--- src/rtl/instr_fetch_queue_pkg.sv ---
// Shared constants and elaboration helpers for the instruction fetch stage.
package instr_fetch_queue_pkg;

  localparam int unsigned NOP_MAX_W = 64;
  localparam logic [NOP_MAX_W-1:0] NOP_ENCODING = '0;

  function automatic int unsigned instr_bytes(input int unsigned instr_w);
    return instr_w / 8;
  endfunction

  // Ceiling log2; returns 0 for an argument of 0 or 1.
  function automatic int unsigned clog2_u(input int unsigned value);
    int unsigned width;
    width = 0;
    for (int unsigned w = 0; w < 32; w++) begin
      if ((33'd1 << w) < 33'(value)) width = w + 1;
    end
    return width;
  endfunction

endpackage

--- src/rtl/instr_fetch_queue_fetch_queue.sv ---
// Show-ahead synchronous FIFO holding prefetched {fault, pc, instr} entries.
module fetch_queue
  import instr_fetch_queue_pkg::*;
#(
  parameter int unsigned ADDR_W  = 16,
  parameter int unsigned INSTR_W = 16,
  parameter int unsigned DEPTH   = 4
) (
  input  logic                        clk,
  input  logic                        rst,
  input  logic                        flush,
  input  logic                        push,
  input  logic [INSTR_W-1:0]          push_instr,
  input  logic [ADDR_W-1:0]           push_pc,
  input  logic                        push_fault,
  input  logic                        pop,
  output logic [clog2_u(DEPTH):0]     count,
  output logic                        head_valid,
  output logic [INSTR_W-1:0]          head_instr,
  output logic [ADDR_W-1:0]           head_pc,
  output logic                        head_fault
);

  localparam int unsigned PW = clog2_u(DEPTH);
  localparam int unsigned CW = PW + 1;

  logic [INSTR_W-1:0] instr_mem [DEPTH];
  logic [ADDR_W-1:0]  pc_mem    [DEPTH];
  logic               fault_mem [DEPTH];

  logic [PW-1:0] wr_ptr;
  logic [PW-1:0] rd_ptr;
  logic [CW-1:0] cnt;
  logic          pop_en;

  always_comb begin
    pop_en = pop && (cnt != '0);
  end

  always_ff @(posedge clk) begin
    if (rst || flush) begin
      wr_ptr <= '0;
      rd_ptr <= '0;
      cnt    <= '0;
    end else begin
      if (push)   wr_ptr <= wr_ptr + 1'b1;
      if (pop_en) rd_ptr <= rd_ptr + 1'b1;
      cnt <= cnt + CW'(push) - CW'(pop_en);
    end
  end

  always_ff @(posedge clk) begin
    if (push) begin
      instr_mem[wr_ptr] <= push_instr;
      pc_mem[wr_ptr]    <= push_pc;
      fault_mem[wr_ptr] <= push_fault;
    end
  end

  // Head fields read as zero while empty so reset leaves a clean output bus.
  always_comb begin
    head_valid = (cnt != '0);
    head_instr = head_valid ? instr_mem[rd_ptr] : '0;
    head_pc    = head_valid ? pc_mem[rd_ptr]    : '0;
    head_fault = head_valid ? fault_mem[rd_ptr] : 1'b0;
    count      = cnt;
  end

endmodule

--- src/rtl/instr_fetch_queue.sv ---
// Fetch stage: owned fetch PC, registered-read instruction ROM and a prefetch
// queue delivering instructions to decode over valid/ready.
module instr_fetch_queue
  import instr_fetch_queue_pkg::*;
#(
  parameter int unsigned       ADDR_W      = 16,
  parameter int unsigned       INSTR_W     = 16,
  parameter int unsigned       DEPTH_WORDS = 128,
  parameter int unsigned       QUEUE_DEPTH = 4,
  parameter logic [ADDR_W-1:0] RESET_PC    = '0,
  parameter string             INIT_FILE   = ""
) (
  input  logic               Clock,
  input  logic               Reset,
  input  logic               Redirect,
  input  logic [ADDR_W-1:0]  RedirectPC,
  input  logic               InstrReady,
  output logic               InstrValid,
  output logic [INSTR_W-1:0] Instruction,
  output logic [ADDR_W-1:0]  InstrPC,
  output logic               InstrFault,
  output logic [ADDR_W-1:0]  FetchPC
);

  localparam int unsigned BYTES  = instr_bytes(INSTR_W);
  localparam int unsigned SH     = clog2_u(BYTES);
  localparam int unsigned ROM_AW = (DEPTH_WORDS > 1) ? clog2_u(DEPTH_WORDS) : 1;
  localparam int unsigned CW     = clog2_u(QUEUE_DEPTH) + 1;

  logic [INSTR_W-1:0] rom [DEPTH_WORDS] = '{default: '0};

  logic [ADDR_W-1:0]  fetch_pc;
  logic [ADDR_W-1:0]  word_idx;
  logic [ADDR_W-1:0]  align_mask;
  logic [ADDR_W-1:0]  redirect_aligned;
  logic [ROM_AW-1:0]  rom_addr;
  logic               in_range;
  logic               issue;
  logic               push;
  logic               inflight;
  logic [ADDR_W-1:0]  inflight_pc;
  logic               inflight_fault;
  logic [INSTR_W-1:0] rom_q;
  logic [INSTR_W-1:0] push_instr;
  logic [CW-1:0]      count;

  // Issue is throttled on queued plus in-flight so the push a cycle later
  // always finds a free slot.
  always_comb begin
    word_idx         = fetch_pc >> SH;
    in_range         = word_idx < ADDR_W'(DEPTH_WORDS);
    rom_addr         = word_idx[ROM_AW-1:0];
    align_mask       = {ADDR_W{1'b1}} << SH;
    redirect_aligned = RedirectPC & align_mask;
    issue            = !Redirect &&
                       (({1'b0, count} + (CW+1)'(inflight)) < (CW+1)'(QUEUE_DEPTH));
    push             = inflight && !Redirect;
    push_instr       = inflight_fault ? NOP_ENCODING[INSTR_W-1:0] : rom_q;
  end

  always_ff @(posedge Clock) begin
    if (issue && in_range) rom_q <= rom[rom_addr];
  end

  always_ff @(posedge Clock) begin
    if (Reset) begin
      fetch_pc       <= RESET_PC;
      inflight       <= 1'b0;
      inflight_pc    <= '0;
      inflight_fault <= 1'b0;
    end else if (Redirect) begin
      fetch_pc <= redirect_aligned;
      inflight <= 1'b0;
    end else begin
      inflight <= issue;
      if (issue) begin
        fetch_pc       <= fetch_pc + ADDR_W'(BYTES);
        inflight_pc    <= fetch_pc;
        inflight_fault <= !in_range;
      end
    end
  end

  fetch_queue #(
    .ADDR_W  (ADDR_W),
    .INSTR_W (INSTR_W),
    .DEPTH   (QUEUE_DEPTH)
  ) u_queue (
    .clk        (Clock),
    .rst        (Reset),
    .flush      (Redirect),
    .push       (push),
    .push_instr (push_instr),
    .push_pc    (inflight_pc),
    .push_fault (inflight_fault),
    .pop        (InstrReady),
    .count      (count),
    .head_valid (InstrValid),
    .head_instr (Instruction),
    .head_pc    (InstrPC),
    .head_fault (InstrFault)
  );

  assign FetchPC = fetch_pc;

endmodule

--- config.mk ---
export PLATFORM = sky130hd
export DESIGN_NAME = instr_fetch_queue
export DESIGN_NICKNAME = d
export VERILOG_FILES = /design/src/rtl/instr_fetch_queue_pkg.sv /design/src/rtl/instr_fetch_queue_fetch_queue.sv /design/src/rtl/instr_fetch_queue.sv
export SDC_FILE = /design/constraint.sdc
export NUM_CORES = 1
export LEC_CHECK = 0
export ABC_AREA = 1
export ABC_CLOCK_PERIOD_IN_PS = 2420
export CELL_PAD_IN_SITES_DETAIL_PLACEMENT = 1
export CELL_PAD_IN_SITES_GLOBAL_PLACEMENT = 1
export CORE_ASPECT_RATIO = 1.4
export CORE_MARGIN = 10
export CORE_UTILIZATION = 37
export CTS_CLUSTER_SIZE = 28
export DETAILED_ROUTE_END_ITERATION = 16
export PLACE_DENSITY = 0.71
export SKIP_CTS_REPAIR_TIMING = 1
export SLEW_MARGIN = 0
export SYNTH_ARGS = -nofsm -noshare
export SYNTH_HDL_FRONTEND = slang
export SYNTH_SLANG_ARGS = --single-unit
--- constraint.sdc ---
create_clock -name Clock -period 2.42 [get_ports Clock]
set_clock_uncertainty 0.15 [all_clocks]
set_input_delay 0.726 -clock Clock [delete_from_list [all_inputs] [get_ports Clock]]
set_output_delay 0.726 -clock Clock [all_outputs]
set_load 0.05 [all_outputs]
==> results of run 1 <==
==> synthesized netlist by cell type, types with 2 or more instances <==
cell type	count	area (um^2)
ha_1	8	100
buf_2	6	30.0
xor2_1	8	70.1
clkbuf_1	9	33.8
inv_1	37	139
nor2_1	114	428
dfxtp_1	41	821
buf_6	2	22.5
nand3_2	3	30.0
edfxtp_1	64	1920
nand3_1	12	60.1
nand2_1	75	282
a21oi_1	26	130
nand4_1	4	25.0
o21ai_0	60	300
nor2_4	2	22.5
nor2_2	3	18.8
nor4_1	2	12.5
xnor2_1	3	26.3
buf_4	19	143
==> per-stage QoR <==
step	hold WS [ns]	power [mW]	area (um^2)	worst slack, ns	std cells
after CTS	0.326	4.02	5690	-0.227	719
after global placement	0.303	2.59	5400	-0.229	703
final	0.309	4.01	5980	-0.0328	727
after global routing	0.345	4.18	5980	-0.123	727
after detailed placement	0.313	2.61	5400	-0.317	703
after floorplan	0.286	2.44	4820	0.0152	524
==> cell usage in the layout (no fill, tap or decap), drive strengths merged, types with 2 or more instances in the layout <==
cell type and count:
a21oi 26, buf 53, clkbuf 11, clkdlybuf4s50 18, clkinv 2, clkinvlp 3
conb 18, dfxtp 41, edfxtp 64, ha 8, inv 41, nand2 77
nand3 16, nand4 4, nor2 119, nor4 2, o21ai 60, xnor2 3
xor2 8
==> power groups by stage <==
stage | Sequential [mW] | Clock (mW) | Combinational [mW]
after global routing | 2.04 | 1.52 | 0.630
after global placement | 2.06 | 0 | 0.526
final | 2.03 | 1.40 | 0.583
after detailed placement | 2.07 | 0 | 0.543
after CTS | 2.03 | 1.45 | 0.546
after floorplan | 2.10 | 0 | 0.345
==> cells by family (layout without fill, tap and decap cells) <==
family,Yosys count,after routing,share of synthesized area (%)
xor+xnor,11,11,2.05
buf+inv,75,128,7.99
other cells,1,18,0.0798
flops,105,105,58.4
fa+ha+maj,9,9,2.56
simple gates,220,220,19.8
compound gates,86,86,9.16
==> worst max-delay path, cell delays in order (launching register included) <==
cell,delay (ns)
dfxtp_4,0.38
clkinvlp_4,0.18
buf_6,0.19
nor2_4,0.08
o21ai_2,0.06
a21oi_2,0.15
buf_6,0.18
==> routing by layer <==
metal,vias up,GRT usage [%]
met5,-,0
met2,71,24.2
met1,1728,14.0
met4,0,5.26
met3,14,3.37
li1,1770,-
==> layout make-up <==
cell class                      instances  share of cell area, %
Timing Repair inverter                  1                  0.125
Tap cell                              150                   3.14
Inverter                               38                   2.45
Timing Repair Buffer                   73                   13.4
Sequential cell                       105                   46.0
Clock buffer                            9                   3.76
Clock inverter                          7                   1.05
Multi-Input combinational cell        344                   30.1
==> final timing paths <==
check                    startpoint          endpoint  slack [ns]  depth (start not counted)
setup / recovery           register        InstrPC[8]       -0.03                          6
hold / removal    u_queue.rd_ptr[1]          register        0.31                          2
setup reg to reg   u_queue.count[1]  u_queue.count[2]        0.18                         11
hold reg to reg   u_queue.rd_ptr[1]          register        0.31                          2
==> state kept, by name, indices dropped and copies added (netlist names), named ones only <==
signal	count
FetchPC	15
inflight	1
inflight_fault	1
inflight_pc	15
u_queue.count	3
u_queue.fault_mem	4
u_queue.pc_mem	60
u_queue.rd_ptr	2
u_queue.wr_ptr	2
==> results_dict.tcl, run 1 <==
set metrics [dict create \
    synth-seq-cells 105 \
    syn_to_final_growth_pct 27.3 \
    wl_met1_um 4750 \
    clk_pin_slew_ns 0.07 \
    yosysWarnings 0 \
    setup_violations 10 \
    p_int_mw 2.87 \
    port_buffers 50 \
    worst_setup_path_end_kind "primary output" \
    start_util_pct 38.0 \
    power.switching_mw 1.14 \
    grt_pass1_wl_um 18600 \
    regArea_um2 2750 \
    violations "setup timing" \
    numCtsBuffers 9 \
    overflow 0 \
    cts_root_buf "clkbuf_16" \
    met2RoutedLength_um 6670 \
    netlist_area_um2 4700 \
    min-delay-path-class "register to register" \
    avgSynthCellArea_um2 9.27 \
    crit_arrival_ns 1.58 \
    critPathMaxFanout 5 \
    dr_wl_met3_um 595 \
    drt_iter0_markers 140 \
    timing.final.crit_share_pct 101 \
    fin_ws_ns -0.0328 \
    remaining_drc_errors 0 \
    cp.required_ns 1.54 \
    vias 3583 \
    top_layer "met4" \
    setup_tns_ns -0.227 \
    power.share.clock_pct 35.0 \
    synthFlopType "edfxtp_1" \
    routedWlPerCell_um 16.9 \
    synth-edff-count 64 \
    antenna_left 0 \
    worstSetupStartpointType "register" \
    p_per_area_nw_per_um2 670 \
    final_hold_viol_count 0 \
    power_leakage_nw 2.35 \
    fin_crit_ns 2.45 \
    clock.fmax_mhz 408 \
    grt_setup_unrepaired "true" \
    die_area_um2 17700 \
    seq_area_frac_synth_pct 58.4 \
    cts_tree "built" \
    finalMaxSlewViolations 0 \
    ys_types 29 \
    outcome "finished with violations" \
    grt_max_degree 33 \
    dpl.hpwl_um 8330 \
    final_layout_size_suffix_gt1_share_pct 21.1 \
    grt_pass1_vias 3710 \
    die_w_um 115 \
    drt-total-wl_um 12300 \
    relSlewSlack_pct 49.0 \
    place.gp.congestion 0.743 \
    synthCells 507 \
    cts_buffer_depth 2 \
    filler_cell_count 1392 \
    cap_violations 0 \
    antenna_cells 0 \
    io_pins 70 \
    async_flop_share_pct 0 \
    numClockSinks 105 \
    tightest_slew_ns 0.764 \
    viasPerCell 4.93 \
    htreeDepth 3 \
    dr.pass1.iters 4 \
    p_comb_share_pct 14.5 \
    fin_util_pct 48.4 \
    swShare_pct 28.5 \
    critPathKind "register to primary output" \
    die-height_um 153 \
    layout.nets 601 \
    clkLatencyLatePin_ns 0.35 \
    vdd.ir_drop.worst_mv 0.532 \
    core_um2 12400 \
    fp-row-count 48 \
    grt_use_total_pct 13.3 \
    antenna_found_initial 0 \
    multi_input_area_um2 1800 \
    power_frac_seq_pct 50.5 \
]
(Power assumes the default switching activity.)
==> run 2: changes to the inputs <==
--- a/config.mk
+++ b/config.mk
@@ -16,7 +16,7 @@
 export DETAILED_ROUTE_END_ITERATION = 16
 export PLACE_DENSITY = 0.71
 export SKIP_CTS_REPAIR_TIMING = 1
-export SLEW_MARGIN = 0
+export SLEW_MARGIN = 10
 export SYNTH_ARGS = -nofsm -noshare
 export SYNTH_HDL_FRONTEND = slang
 export SYNTH_SLANG_ARGS = --single-unit
==> results of run 2 <==
No change in the layout: final DEF, timing and power equal those of run 1.
==> run 3: changes to the inputs <==
--- a/config.mk
+++ b/config.mk
@@ -5,13 +5,12 @@
 export SDC_FILE = /design/constraint.sdc
 export NUM_CORES = 1
 export LEC_CHECK = 0
-export ABC_AREA = 1
 export ABC_CLOCK_PERIOD_IN_PS = 2420
 export CELL_PAD_IN_SITES_DETAIL_PLACEMENT = 1
 export CELL_PAD_IN_SITES_GLOBAL_PLACEMENT = 1
 export CORE_ASPECT_RATIO = 1.4
 export CORE_MARGIN = 10
-export CORE_UTILIZATION = 37
+export CORE_UTILIZATION = 39
 export CTS_CLUSTER_SIZE = 28
 export DETAILED_ROUTE_END_ITERATION = 16
 export PLACE_DENSITY = 0.71
==> run 3 against run 2 <==
  * The run still ends with setup timing left
  * Largest power group unchanged
  * Wire length shrank 14%
  * Synthesized cell count decreased by 29%
  * Area after synthesis decreased by 3.0%
  * Sequential share of layout area increased by 1.6 points
  * Power barely moved
  * Die area down 6.8%
  * Clock power about the same
  * First-iteration DRC count shrank 2.1%
  * Critical path type unchanged
  * Highest routed layer unchanged
  * Critical endpoint is now InstrPC[3]
  * Largest cell class unchanged
==> results_dict.tcl, run 3 <==
set metrics [dict create \
    busiest_layer "met2" \
    layout.nets 453 \
    dr.pass1.iters 4 \
    drt_iter0_markers 137 \
    synth-adder-area-share_pct 2.64 \
    cts_buffer_depth 2 \
    seq_area_frac_synth_pct 60.2 \
    synth_simple_gate_area_share_pct 12.5 \
    port_buffers 50 \
    synth_xor_area_share_pct 0.961 \
    yosysMostFrequentCell "edfxtp_1" \
    numClockSinks 105 \
    die_w_um 111 \
    die-height_um 148 \
    grt_max_degree 29 \
    place.gp.congestion 0.772 \
    met3_usage_pct 3.32 \
    p_total_mw 4.01 \
    antenna_cells 0 \
    viasPerCell 5.32 \
    violations "setup timing" \
    crit_arrival_ns 1.74 \
    worstSetupStartpointType "register" \
    final_hold_viol_count 0 \
    final_cell_area_um2 5770 \
    outcome "finished with violations" \
    instances_no_fill 572 \
    clkLatencyLatePin_ns 0.34 \
    remaining_drc_errors 0 \
    worst_setup_path_end_kind "primary output" \
    synth-edff-count 64 \
    avgSynthCellArea_um2 12.7 \
    multi_input_area_um2 1650 \
    cp.required_ns 1.54 \
    finalMaxSlewViolations 0 \
    antenna_found_initial 0 \
    async_flop_share_pct 0 \
    critPathKind "register to primary output" \
    vdd.ir_drop.worst_mv 0.335 \
    finalHoldWorstSlack_ns 0.345 \
    die_area_um2 16500 \
    vias 3044 \
    drt-total-wl_um 10500 \
    regArea_um2 2750 \
    synth_top_area_cell "edfxtp_1" \
    top_register "u_queue.pc_mem" \
    cp_cell_sequence "clkbuf_16 -> mux4_2 -> and2_4 -> buf_6" \
    cap_violations 0 \
    largest_reg_flops 60 \
    timing.final.crit_share_pct 108 \
    syn_to_final_growth_pct 26.5 \
    grt_setup_unrepaired "true" \
    reg2reg_depth 5 \
    pre_cts_ws_ns -0.311 \
    r2r-end "FetchPC[10]" \
    synthFlopType "edfxtp_1" \
    final_common_cell "edfxtp_1" \
    fin_ws_ns -0.194 \
    cts_root_buf "clkbuf_16" \
    grt_pass1_wl_um 16800 \
    synth-compound-area-share_pct 9.25 \
    cts_tree "built" \
    setup_tns_ns -2.54 \
    power_leakage_nw 2.09 \
    netlist_area_um2 4560 \
    setup_violations 16 \
    grt_use_total_pct 12.6 \
    htreeDepth 3 \
    met2_usage_pct 22.6 \
    fin_crit_ns 2.61 \
    antenna_left 0 \
    cpMaxStageDelayCell "mux4_2" \
    clk_pin_slew_ns 0.07 \
    synthMuxAreaShare_pct 8.13 \
    synthCells 359 \
    dpl-instance-area_um2 5310 \
    cpPeakStageDelay_ns 0.52 \
    fin_util_pct 50.6 \
    start_util_pct 40.0 \
    filler_cell_count 1210 \
    grt_use_met1_pct 13.5 \
    final_layout_size_suffix_gt1_share_pct 27.1 \
    yosys-top-cells-area "edfxtp_1 42%, dfxtp_1 18%, mux4_2 7.9%" \
    fp-row-count 46 \
    dpl.hpwl_um 7360 \
    routedWlPerCell_um 18.4 \
    critPathMaxFanout 8 \
    r2r_setup_slack_ns 0.17 \
    p_per_area_nw_per_um2 696 \
    timing.rr.start "u_queue.count[1]" \
    synth_top_family_by_area "simple AND/OR/NAND/NOR gates" \
    numCtsBuffers 9 \
    synth_common_cells "64 x edfxtp_1, 41 x dfxtp_1, 21 x and2_1, 21 x nor2_1, 19 x nand3_1" \
    worstSetupEndpoint "InstrPC[3]" \
    dpl.cell_count 556 \
    yosysTopAreaCellShare_pct 42.2 \
    grt_pass1_vias 3213 \
    clock.fmax_mhz 383 \
    ys_types 49 \
    min-delay-path-class "register to register" \
    synth-seq-cells 105 \
    yosysWarnings 0 \
    io_pins 70 \
    overflow 0 \
    core_um2 11400 \
    most-common-layout-cells "64 x edfxtp_1, 40 x dfxtp_1, 36 x buf_4" \
]
==> run 3: cell count changes in the layout (fill, tap and decap cells not counted), moves of 17 or more <==
| cell | previous run | this run |
|---|---|---|
| nor2_1 | 105 | 21 |
| nand2_1 | 75 | 7 |
| and2_4 | 0 | 17 |
| inv_1 | 36 | 12 |
| o21ai_0 | 49 | 16 |
==> run 3: kinds of logic (layout without fill, tap and decap cells) <==
| logic type | Yosys count | in the layout |
|---|---|---|
| other cells | 1 | 18 |
| simple gates | 102 | 102 |
| mux | 17 | 17 |
| fa+ha+maj | 9 | 9 |
| xor+xnor | 5 | 5 |
| flops | 105 | 105 |
| compound gates | 65 | 65 |
| buf+inv | 55 | 107 |
==> run 3: where the power goes <==
part	switching (mW)	internal [mW]	total, mW
sequential	0.0591	1.94	2.00
combinational	0.362	0.226	0.588
clock	0.623	0.801	1.42
total	1.04	2.97	4.01
==> run 3: area by class of cell <==
cell class	count	area share, %
clock buffer	9	3.91
inverter	13	0.846
tap	144	3.12
timing repair buffer	79	14.8
clock inverter	6	1.17
sequential	105	47.6
multi-input combinational	216	28.5
==> run 3: per-layer routing <==
layer  vias to the layer above  part of all wire [%]
met3                        11                   4.5
met4                         0                   1.8
met5                         -                     0
met1                      1515                    40
li1                       1441                     -
met2                        77                    54
==> run 3: how the worst min path moves through the flow <==
stage,start,to,depth (start not counted)
after detailed placement,inflight_pc[6],u_queue.pc_mem[0][6],0
after CTS,inflight_pc[14],u_queue.pc_mem[1][14],0
after floorplan,inflight_pc[10],u_queue.pc_mem[0][10],0
after global routing,inflight_pc[12],u_queue.pc_mem[1][12],0
after global placement,inflight_pc[3],u_queue.pc_mem[2][3],0
final,inflight_pc[14],u_queue.pc_mem[1][14],0
==> run 3: critical path, delay by kind of cell, from the launching register on <==
| family | cells | cell delay, ns |
|---|---|---|
| muxes | 1 | 0.52 |
| DFF | 1 | 0.38 |
| buffers and inverters | 2 | 0.31 |
| and+or+nand+nor | 1 | 0.18 |
